## config.mk

```make
export PLATFORM = sky130hd
export DESIGN_NAME = program_sequencer
export DESIGN_NICKNAME = d
export VERILOG_FILES = /design/src/rtl/program_sequencer.sv
export SDC_FILE = /design/constraint.sdc
export NUM_CORES = 1
export LEC_CHECK = 0
export BUFFER_PORTS_ARGS = -buffer_cell sky130_fd_sc_hd__buf_4
export CAP_MARGIN = 20
export CORE_MARGIN = 2
export CORE_UTILIZATION = 48
export DETAILED_ROUTE_END_ITERATION = 12
export PLACE_DENSITY_LB_ADDON = 0.25
export SKIP_CTS_REPAIR_TIMING = 1
export SYNTH_ARGS = -nofsm -noshare
export SYNTH_HDL_FRONTEND = slang
export SYNTH_SLANG_ARGS = --single-unit
```

## constraint.sdc

```tcl
create_clock -name clk_i -period 2.2 [get_ports clk_i]
set_clock_uncertainty 0.1 [all_clocks]
set_input_delay 0.33 -clock clk_i [delete_from_list [all_inputs] [get_ports clk_i]]
set_output_delay 0.33 -clock clk_i [all_outputs]
set_load 0.1 [all_outputs]
```

## src/rtl/program_sequencer.sv

```systemverilog
`default_nettype none
// ============================================================================
//  Module   : program_sequencer
//  Purpose  : Program counter for the serial-clocked core. Advances on
//             qualified step strobes (stepStrobe_i & pcEn_i) with increment,
//             absolute jump, call and return. A return-address stack supports
//             nested calls. The sequential path wraps from LAST_ADDR to
//             WRAP_ADDR.
//  Build    : PC_STACK_EN defined   -> return stack present
//             PC_STACK_EN undefined -> call acts as jump, return acts as
//                                      increment, stack status held constant
//  Ports    : clk_i         system clock, rising edge
//             resetN_i      asynchronous active-low reset
//             stepStrobe_i  one-clk advance pulse
//             pcEn_i        counter enable (qualifies stepStrobe_i)
//             cmd_i         00 inc, 01 jump, 10 call, 11 return
//             target_i      jump/call destination
//             errClr_i      clears sticky stack error
//             memAddr_o     current fetch address
//             wrapPulse_o   one clk after a LAST_ADDR->WRAP_ADDR update
//             stackDepth_o  valid stack entries
//             stackFull_o / stackEmpty_o / stackErr_o  stack status
//  Revision : 1.0  initial release
// ============================================================================
module program_sequencer #(
  parameter int ADDR_WIDTH  = 16,
  parameter int LAST_ADDR   = 2**ADDR_WIDTH - 1,
  parameter int WRAP_ADDR   = 93,
  parameter int RESET_ADDR  = 0,
  parameter int STACK_DEPTH = 4
) (
  input  logic                                 clk_i,
  input  logic                                 resetN_i,
  input  logic                                 stepStrobe_i,
  input  logic                                 pcEn_i,
  input  logic [1:0]                           cmd_i,
  input  logic [ADDR_WIDTH-1:0]                target_i,
  input  logic                                 errClr_i,
  output logic [ADDR_WIDTH-1:0]                memAddr_o,
  output logic                                 wrapPulse_o,
  output logic [$clog2(STACK_DEPTH+1)-1:0]     stackDepth_o,
  output logic                                 stackFull_o,
  output logic                                 stackEmpty_o,
  output logic                                 stackErr_o
);

  localparam logic [ADDR_WIDTH-1:0] c_last_addr  = ADDR_WIDTH'(LAST_ADDR);
  localparam logic [ADDR_WIDTH-1:0] c_wrap_addr  = ADDR_WIDTH'(WRAP_ADDR);
  localparam logic [ADDR_WIDTH-1:0] c_reset_addr = ADDR_WIDTH'(RESET_ADDR);

  localparam logic [1:0] c_cmd_inc  = 2'b00;
  localparam logic [1:0] c_cmd_jump = 2'b01;
  localparam logic [1:0] c_cmd_call = 2'b10;
  localparam logic [1:0] c_cmd_ret  = 2'b11;

  logic [ADDR_WIDTH-1:0] memAddr_q, memAddr_d;
  logic                  wrapPulse_q, wrapPulse_d;
  logic                  w_step;
  logic                  w_atLast;
  logic [ADDR_WIDTH-1:0] w_nextSeq;

  assign w_step    = stepStrobe_i & pcEn_i;
  assign w_atLast  = (memAddr_q == c_last_addr);
  // Values above LAST_ADDR never hit the wrap compare and simply roll mod 2**N.
  assign w_nextSeq = w_atLast ? c_wrap_addr : memAddr_q + ADDR_WIDTH'(1);

`ifdef PC_STACK_EN
  localparam int DEPTH_W = $clog2(STACK_DEPTH + 1);
  localparam int IDX_W   = (STACK_DEPTH > 1) ? $clog2(STACK_DEPTH) : 1;

  logic [ADDR_WIDTH-1:0] stack_q [STACK_DEPTH];
  logic [DEPTH_W-1:0]    depth_q, depth_d;
  logic                  full_q, full_d;
  logic                  empty_q, empty_d;
  logic                  err_q, err_d;
  logic                  w_push;
  logic [IDX_W-1:0]      w_pushIdx;
  logic [IDX_W-1:0]      w_popIdx;

  // Entry index equals current depth for push and depth-1 for pop; the
  // truncation is safe because push is blocked when full and pop when empty.
  assign w_pushIdx = IDX_W'(depth_q);
  assign w_popIdx  = IDX_W'(depth_q - DEPTH_W'(1));
`endif

  always_comb begin
    memAddr_d   = memAddr_q;
    wrapPulse_d = 1'b0;
`ifdef PC_STACK_EN
    depth_d     = depth_q;
    err_d       = err_q;
    w_push      = 1'b0;
    if (errClr_i) err_d = 1'b0;   // a set below overrides the clear
`endif
    if (w_step) begin
      case (cmd_i)
        c_cmd_inc: begin
          memAddr_d   = w_nextSeq;
          wrapPulse_d = w_atLast;
        end
        c_cmd_jump: begin
          memAddr_d = target_i;
        end
        c_cmd_call: begin
`ifdef PC_STACK_EN
          if (!full_q) begin
            w_push    = 1'b1;
            depth_d   = depth_q + DEPTH_W'(1);
            memAddr_d = target_i;
          end else begin
            memAddr_d   = w_nextSeq;
            wrapPulse_d = w_atLast;
            err_d       = 1'b1;
          end
`else
          memAddr_d = target_i;
`endif
        end
        c_cmd_ret: begin
`ifdef PC_STACK_EN
          if (!empty_q) begin
            depth_d   = depth_q - DEPTH_W'(1);
            memAddr_d = stack_q[w_popIdx];
          end else begin
            memAddr_d   = w_nextSeq;
            wrapPulse_d = w_atLast;
            err_d       = 1'b1;
          end
`else
          memAddr_d   = w_nextSeq;
          wrapPulse_d = w_atLast;
`endif
        end
        default: begin
          memAddr_d = memAddr_q;
        end
      endcase
    end
`ifdef PC_STACK_EN
    full_d  = (depth_d == DEPTH_W'(STACK_DEPTH));
    empty_d = (depth_d == '0);
`endif
  end

  always_ff @(posedge clk_i or negedge resetN_i) begin
    if (!resetN_i) begin
      memAddr_q   <= c_reset_addr;
      wrapPulse_q <= 1'b0;
`ifdef PC_STACK_EN
      depth_q     <= '0;
      full_q      <= 1'b0;
      empty_q     <= 1'b1;
      err_q       <= 1'b0;
`endif
    end else begin
      memAddr_q   <= memAddr_d;
      wrapPulse_q <= wrapPulse_d;
`ifdef PC_STACK_EN
      depth_q     <= depth_d;
      full_q      <= full_d;
      empty_q     <= empty_d;
      err_q       <= err_d;
`endif
    end
  end

`ifdef PC_STACK_EN
  // Stack contents need no reset: entries are only read below the depth mark.
  always_ff @(posedge clk_i) begin
    if (w_push) stack_q[w_pushIdx] <= w_nextSeq;
  end

  assign stackDepth_o = depth_q;
  assign stackFull_o  = full_q;
  assign stackEmpty_o = empty_q;
  assign stackErr_o   = err_q;
`else
  logic unused_errClr;
  assign unused_errClr = errClr_i;

  assign stackDepth_o = '0;
  assign stackFull_o  = 1'b0;
  assign stackEmpty_o = 1'b1;
  assign stackErr_o   = 1'b0;
`endif

  assign memAddr_o   = memAddr_q;
  assign wrapPulse_o = wrapPulse_q;

endmodule
`default_nettype wire

```

==> run metrics, run 1 <==
Seq pwr share=0.317; TritonCTS clock tree=yes; final cell count without fillers=213; Synth Cell Area=1200 um2; Synth cell types=48; fin nets=208; RePlAce Congestion=0.821; final antenna-violating net count=0; Placed Instances=208; vias in the first global route=1139; core area=2430 um2; Sw Share=0.578; Clock Tree Root=clkbuf_4; GR Overflow Total=0; H-tree lvl count=1; CP max FO=12; largest net degree at the start of global routing=19; drc violations=0; Final Hold Violating Endpoints=0; Vias per Instance=6.11; initial antenna violation count=0; synthesized flop and latch total=17; wirelength, routed=3240 um; CP Capture Type=register; clock sink total=17; Cells after Synth=141; Fmax=0.479 GHz; Setup CP Type=reg2reg; I/O pins=46; clk buf depth=2; Clock power frac=0.111; Mean Syn Cell Area=8.51 um2; die area=2920 um2; Die Wd=54.0 um; Antenna Cells=0; Internal Pwr Total=685 uW; Starting DRT DRC Count=51; final period demand of the worst path=2.09 ns; Synth area leader=dfrtp_1; startpoint types=register; Arr. time, crit path=2.23 ns; FF+latch area=450 um2; area of the multi-input gates=703 um2; Worst-Skew Late Latency=0.31 ns; Area Growth Syn to Fin=32.7%; CP required=2.34 ns; leakage=0.668 nW; NetSw=939 uW; max-cap violations=0; share of cells above drive strength 1=0.421; peak supply drop=0.669 mV; Reg clk slew, reported paths=0.11 ns; Yosys top cell area share=0.355; Seq/Total Area, Yosys=0.355; Power Density=1020 nW/um2; CTS buffer count=3; crit share post-route=0.948; IO buf count=38; Logic pwr share=0.571; count of pins over their slew limit=0; Initial DRT Pass Iterations=4; status=complete, no violations; Vias=1301; Synthesis Warnings=0; total track usage=0.249; dpl hpwl=2340 um; RSZ-0062 raised after global routing=no; Post-synth EDFFs=0; DR WL/cell=15.2 um; HP Class=in2reg; total negative slack=0 ns; # rows=18; first-pass GRT wire length=5270 um; FFs w/ async S/R, synth=1.00; Finish-stage setup viols=0; Synth Flop Type=dfrtp_1; initial core utilization=0.493; # fillers=214; Crit. Startpoint=memAddr_o[1]$_DFFE_PN0P_; RR Startpoint=memAddr_o[1]$_DFFE_PN0P_; Die Ht=54.0 um; leading post-synthesis cells by cell area=dfrtp_1 35%, nand3_1 5.0%, a21oi_1 3.8%, buf_4 3.8%, nor2_1 3.4%; hold path start=target_i[10]
==> logic make-up (layout without fill, tap and decap cells) <==
| kind of cell | Yosys count | in the layout | share of synthesized area |
|---|---|---|---|
| and+or+nand+nor | 58 | 58 | 0.275 |
| AOI/OAI and AO/OA | 43 | 43 | 0.257 |
| buffers and inverters | 18 | 56 | 0.0824 |
| DFF | 17 | 17 | 0.355 |
| other | 2 | 6 | 0.00626 |
| xor gates and xnor gates | 2 | 2 | 0.0146 |
| adders and majority gates | 1 | 1 | 0.0104 |
==> synthesized netlist by cell type (2+ instances only) <==
master    number
conb_1         2
o22ai_1        2
buf_4          6
inv_1          5
a31oi_1        6
nor2_1        11
dfrtp_1       17
a21oi_1        9
nand3_1       12
nor3_1         5
o22a_2         2
a22oi_1        2
clkbuf_1       5
o21ai_0        5
and3_1         3
nand2_1        9
or4_4          2
o311ai_0       2
nor4_1         4
nand4_1        4
==> worst max-delay path, cell delays in order (launching register included) <==
cell     delay (ns)
dfrtp_4        0.48
ha_4           0.16
nand4_2        0.18
or4_4          0.68
a41oi_1        0.27
o22a_2         0.16
==> worst paths after layout <==
check / to / slack, ns / cells after the start
worst max-delay path: memAddr_o[2]$_DFFE_PN0P_ / 0.11 / 5
worst min-delay path: memAddr_o[10]$_DFFE_PN0P_ / 0.16 / 3
worst max register to register: memAddr_o[2]$_DFFE_PN0P_ / 0.11 / 5
worst min register to register: memAddr_o[15]$_DFFE_PN0P_ / 0.48 / 1
max in group asynchronous: memAddr_o[0]$_DFFE_PN0P_ / 1.45 / 2
min in group asynchronous: wrapPulse_o$_DFF_PN0_ / 0.32 / 2
==> sequential cells by signal, indices dropped and copies added (netlist names) <==
| name | cells |
|---|---|
| wrapPulse_o | 1 |
| memAddr_o | 16 |
==> placed cells by master (no fill, tap or decap), types with 2 or more instances in the layout <==
master    instances
dfrtp_4           2
a22oi_1           2
nor2_1           11
o21ai_0           5
nor4_1            4
nand4_1           4
o22a_2            2
dfrtp_2          14
a31oi_1           6
and3_1            3
o22ai_1           2
buf_4            46
inv_1             5
clkbuf_4          3
nor3_1            5
nand3_1          12
conb_1            6
o311ai_0          2
or4_4             2
a21oi_1           9
nand2_1           9
==> power by group through the flow <==
stage	Sequential (mW)	Combinational (mW)	Clock, mW
final	0.515	0.928	0.180
after global placement	0.512	0.915	0
after floorplan	0.972	0.252	0
after global routing	0.532	0.976	0.198
after detailed placement	0.519	0.927	0
after CTS	0.512	0.928	0.186
==> per-layer routing <==
layer	global-route usage	part of all wire
met2	0.394	0.49
met5	0	0
met3	0.0306	0.061
met1	0.335	0.44
met4	0.117	0.012
==> through the flow <==
step | hold slack, ns | total power [mW] | area, um2 | setup WS (ns) | util
floorplan | -0.0656 | 1.22 | 1250 | 0.00180 | -
global placement | 0.110 | 1.43 | 1560 | 0.191 | 0.639
detailed placement | 0.112 | 1.45 | 1560 | 0.157 | 0.639
CTS | -0.233 | 1.63 | 1580 | 0.135 | 0.651
global route | 0.207 | 1.71 | 1590 | 0.0238 | 0.655
finish | 0.156 | 1.62 | 1590 | 0.114 | 0.655
==> final cells by class <==
class | count | share of cell area
timing repair buffer | 47 | 0.223
clock inverter | 1 | 0.00314
inverter | 5 | 0.0118
multi-input combinational | 110 | 0.441
clock buffer | 3 | 0.0141
tap | 30 | 0.0236
sequential | 17 | 0.283
No activity file was read; power rests on OpenSTA's default activity.
==> run 2, diff against run 1 <==
- CORE_MARGIN: 2 -> default
- CTS_CLUSTER_SIZE: default -> 28
- GPL_TIMING_DRIVEN: default -> 1
==> run metrics, run 2 (synthesis gave the netlist of run 1 again) <==
status=complete, no violations; initial core utilization=0.527; Die Ht=52.0 um; share of cells above drive strength 1=0.406; # fillers=197; RSZ-0062 raised after global routing=no; vias in the first global route=1197; TritonCTS clock tree=yes; Reg clk slew, reported paths=0.10 ns; FF+latch area=450 um2; core area=2280 um2; wirelength, routed=3200 um; GR Overflow Total=0; RePlAce Congestion=0.867; Finish-stage setup viols=0; largest net degree at the start of global routing=19; total track usage=0.254; Area Growth Syn to Fin=30.6%; final antenna-violating net count=0; most frequent cells in the layout=43 x buf_4, 14 x dfrtp_2, 12 x nand3_1, 11 x nor2_1; final cell count without fillers=208; CTS buffer count=3; CP required=2.34 ns; startpoint types=register; Power Density=1030 nW/um2; Util after Layout=0.688; Clock Tree Root=clkbuf_4; initial antenna violation count=0; Fmax=0.482 GHz; HP Class=in2reg; # rows=17; Placed Instances=203; Starting DRT DRC Count=23; count of pins over their slew limit=0; Antenna Cells=0; Final Hold Violating Endpoints=0; Slew headroom=0.650; max-cap violations=0; first-pass GRT wire length=5120 um; Finished Cell Area=1570 um2; IO buf count=38; peak supply drop=0.539 mV; Initial DRT Pass Iterations=4; leakage=0.651 nW; CP Capture Type=register; Die Wd=52.0 um; total negative slack=0 ns; max reg flops=16; drc violations=0; Vias=1283; area of the multi-input gates=703 um2; CP max FO=12; H-tree lvl count=1; Worst-Margin Slew=0.521 ns; Setup CP Type=reg2reg; Area after DPL=1530 um2; DR WL/cell=15.4 um; crit share post-route=0.943; final period demand of the worst path=2.07 ns; I/O pins=46; die area=2700 um2; fin nets=205; Arr. time, crit path=2.21 ns; dpl hpwl=2340 um; Worst-Skew Late Latency=0.29 ns; Vias per Instance=6.17; most common cell after layout, fill and taps aside=buf_4; clk buf depth=2; clock sink total=17
run 2: changes by cell type in the layout (fill, tap and decap cells not counted), sizes merged:
cell    change
buf         -3
clkbuf      +1
clkinv      -1
run 2: layout make-up:
type	count	area share
multi-input combinational	110	0.449
sequential	17	0.288
timing repair buffer	44	0.212
tap	28	0.0224
clock buffer	4	0.0168
inverter	5	0.0120
run 2: where the power goes:
group | internal (mW) | total (mW) | switching (mW)
clock network | 0.0707 | 0.173 | 0.102
logic | 0.218 | 0.921 | 0.703
registers | 0.393 | 0.513 | 0.120
total | 0.682 | 1.61 | 0.926
run 2: critical path, stage by stage (launching register included):
cell,delay (ns)
dfrtp_4,0.48
ha_4,0.16
nand4_2,0.19
or4_4,0.68
a41oi_1,0.25
o22a_2,0.16
run 2: stage by stage:
step,hold WS (ns),worst slack [ns],total power [mW]
after CTS,-0.217,0.133,1.61
after detailed placement,0.111,0.158,1.44
after global routing,0.170,0.0666,1.67
final,0.161,0.126,1.61
after global placement,0.108,0.189,1.42
after floorplan,-0.0656,0.00180,1.22
run 2: path summary, 6_finish.rpt:
path | from | to | slack [ns] | cells after the start
max | memAddr_o[0]$_DFFE_PN0P_ | memAddr_o[2]$_DFFE_PN0P_ | 0.13 | 5
min in group asynchronous | resetN_i | memAddr_o[3]$_DFFE_PN0P_ | 0.33 | 2
min | target_i[10] | memAddr_o[10]$_DFFE_PN0P_ | 0.16 | 3
max in group asynchronous | resetN_i | memAddr_o[1]$_DFFE_PN0P_ | 1.45 | 2
min reg2reg | memAddr_o[3]$_DFFE_PN0P_ | memAddr_o[3]$_DFFE_PN0P_ | 0.49 | 1
max reg2reg | memAddr_o[0]$_DFFE_PN0P_ | memAddr_o[2]$_DFFE_PN0P_ | 0.13 | 5
run 2: routing by layer:
metal | vias to the layer above | part of all wire | global-route usage
li1 | 618 | - | -
met1 | 618 | 0.42 | 0.311
met2 | 43 | 0.52 | 0.447
met3 | 4 | 0.048 | 0.0322
met4 | 0 | 0.0097 | 0.0991
met5 | - | 0 | 0
==> run 3, diff against run 2 <==
- CORE_UTILIZATION: 48 -> 44
- clock period: 2.2 -> 1.7 ns (I/O delays scaled with it)
==> run metrics, run 3 (synthesis gave the netlist of run 1 again) <==
Reg clk slew, reported paths=0.11 ns; CP bufs+invs=0; initial antenna violation count=0; Worst R2R Path Depth=5; Reg2Reg Capture Point=memAddr_o[7]$_DFFE_PN0P_; max reg flops=16; Setup CP Type=reg2reg; H-tree lvl count=1; core area=2520 um2; Worst-Skew Late Latency=0.30 ns; leakage=0.802 nW; vias in the first global route=1286; peak supply drop=0.904 mV; largest net degree at the start of global routing=19; most used routing layer=met2; Finished Cell Area=1900 um2; clk buf depth=2; Die Ht=54.2 um; wirelength, routed=3880 um; TritonCTS clock tree=yes; Area Growth Syn to Fin=58.6%; max-cap violations=0; die area=2940 um2; CP Capture Type=register; clock sink total=17; initial core utilization=0.476; final period demand of the worst path=1.83 ns; Initial DRT Pass Iterations=4; family with the most delay on the worst path=simple AND/OR/NAND/NOR gates; Starting DRT DRC Count=65; fin nets=236; CP required=1.79 ns; Fmax=0.548 GHz; CP max FO=6; FF+latch area=483 um2; Power Density=1260 nW/um2; hold path start=target_i[10]; CTS buffer count=3; RSZ-0062 raised after global routing=yes; Die Wd=54.2 um; Area after DPL=1810 um2; count of pins over their slew limit=0; share of cells above drive strength 1=0.521; Max stage delay on crit path=0.61 ns; Final Hold Violating Endpoints=0; hold depth=3; crit share post-route=1.07; drc violations=0; first-pass GRT wire length=5820 um; Placed Instances=234; final antenna-violating net count=0; Crit. Startpoint=memAddr_o[1]$_DFFE_PN0P_; most common cell after layout, fill and taps aside=buf_4; failing checks=negative setup slack; IO buf count=38; grt met2 use=0.455; Arr. time, crit path=1.92 ns; total track usage=0.274; startpoint types=register; HP Class=in2reg; worst reg2reg setup slack=-0.13 ns; CP Cell Sequence=ha_4 -> nand4_4 -> or4_4 -> a31oi_1 -> o22ai_1; GR Overflow Total=0; status=complete, but fails checks; final cell count without fillers=241; slowest CP cell=or4_4; Hold Crit Endpoint=memAddr_o[10]$_DFFE_PN0P_; # fillers=195; # rows=18; Antenna Cells=0; RePlAce Congestion=0.899; I/O pins=46; Clock Tree Root=clkbuf_4; DR WL/cell=16.1 um; final worst slack=-0.125 ns; RR Startpoint=memAddr_o[1]$_DFFE_PN0P_; Finish-stage setup viols=12; Vias=1426; dpl hpwl=2820 um; GRT met3 Usage=0.0417; most frequent cells in the layout=71 x buf_4, 15 x dfrtp_4, 11 x nand3_1, 11 x nor2_1; met1 usage=0.367; Vias per Instance=5.92; area of the multi-input gates=763 um2
==> run 3: cell types whose count changed in the layout (fill, tap and decap cells not counted), sizes merged <==
| cell | change |
|---|---|
| buf | +30 |
| or4 | +1 |
==> run 3: worst max path at each step <==
stage | cells after the start | slack (ns) | endpoint
global route | 5 | -0.16 | memAddr_o[5]$_DFFE_PN0P_
floorplan | 4 | -0.33 | memAddr_o[15]$_DFFE_PN0P_
detailed placement | 5 | -0.11 | memAddr_o[2]$_DFFE_PN0P_
global placement | 5 | -0.08 | memAddr_o[2]$_DFFE_PN0P_
finish | 5 | -0.13 | memAddr_o[7]$_DFFE_PN0P_
CTS | 5 | -0.13 | memAddr_o[2]$_DFFE_PN0P_
==> run 3: final cells by class <==
type | instances | share of cell area
Multi-Input combinational cell | 111 | 0.401
Tap cell | 30 | 0.0197
Timing Repair Buffer | 74 | 0.302
Inverter | 5 | 0.00986
Clock buffer | 4 | 0.0138
Sequential cell | 17 | 0.254
==> run 3: power breakdown <==
group	leakage (nW)	switching (mW)	internal [mW]
registers	0.183	0.0925	0.539
clock network	0.0150	0.142	0.0915
logic	0.605	1.06	0.473
total	0.802	1.29	1.10
==> run 3: worst register-to-register path, cell delays in order (launching register included) <==
cell and delay (ns):
dfrtp_4 0.46, ha_4 0.15, nand4_4 0.10, or4_4 0.61, a31oi_1 0.21, o22ai_1 0.08
==> run 3: metrics by stage <==
step | setup WS, ns | TNS, ns | utilization | hold WS (ns) | power (mW)
3_3_place_gp | -0.0844 | -0.390 | 0.717 | 0.0333 | 2.09
4_1_cts | -0.134 | -1.07 | 0.728 | -0.288 | 2.35
2_1_floorplan | -0.329 | -3.73 | - | -0.141 | 1.65
3_5_place_dp | -0.107 | -0.704 | 0.717 | 0.0392 | 2.13
6_report | -0.125 | -0.990 | 0.754 | 0.0931 | 2.39
5_1_grt | -0.163 | -1.67 | 0.754 | 0.104 | 2.50
==> run 3: routing by layer <==
layer,share of wire,routed length [um],vias to the layer above
li1,-,-,674
met1,0.43,1680,679
met2,0.49,1900,65
met3,0.065,251,8
met4,0.013,51,0
met5,0,0,-
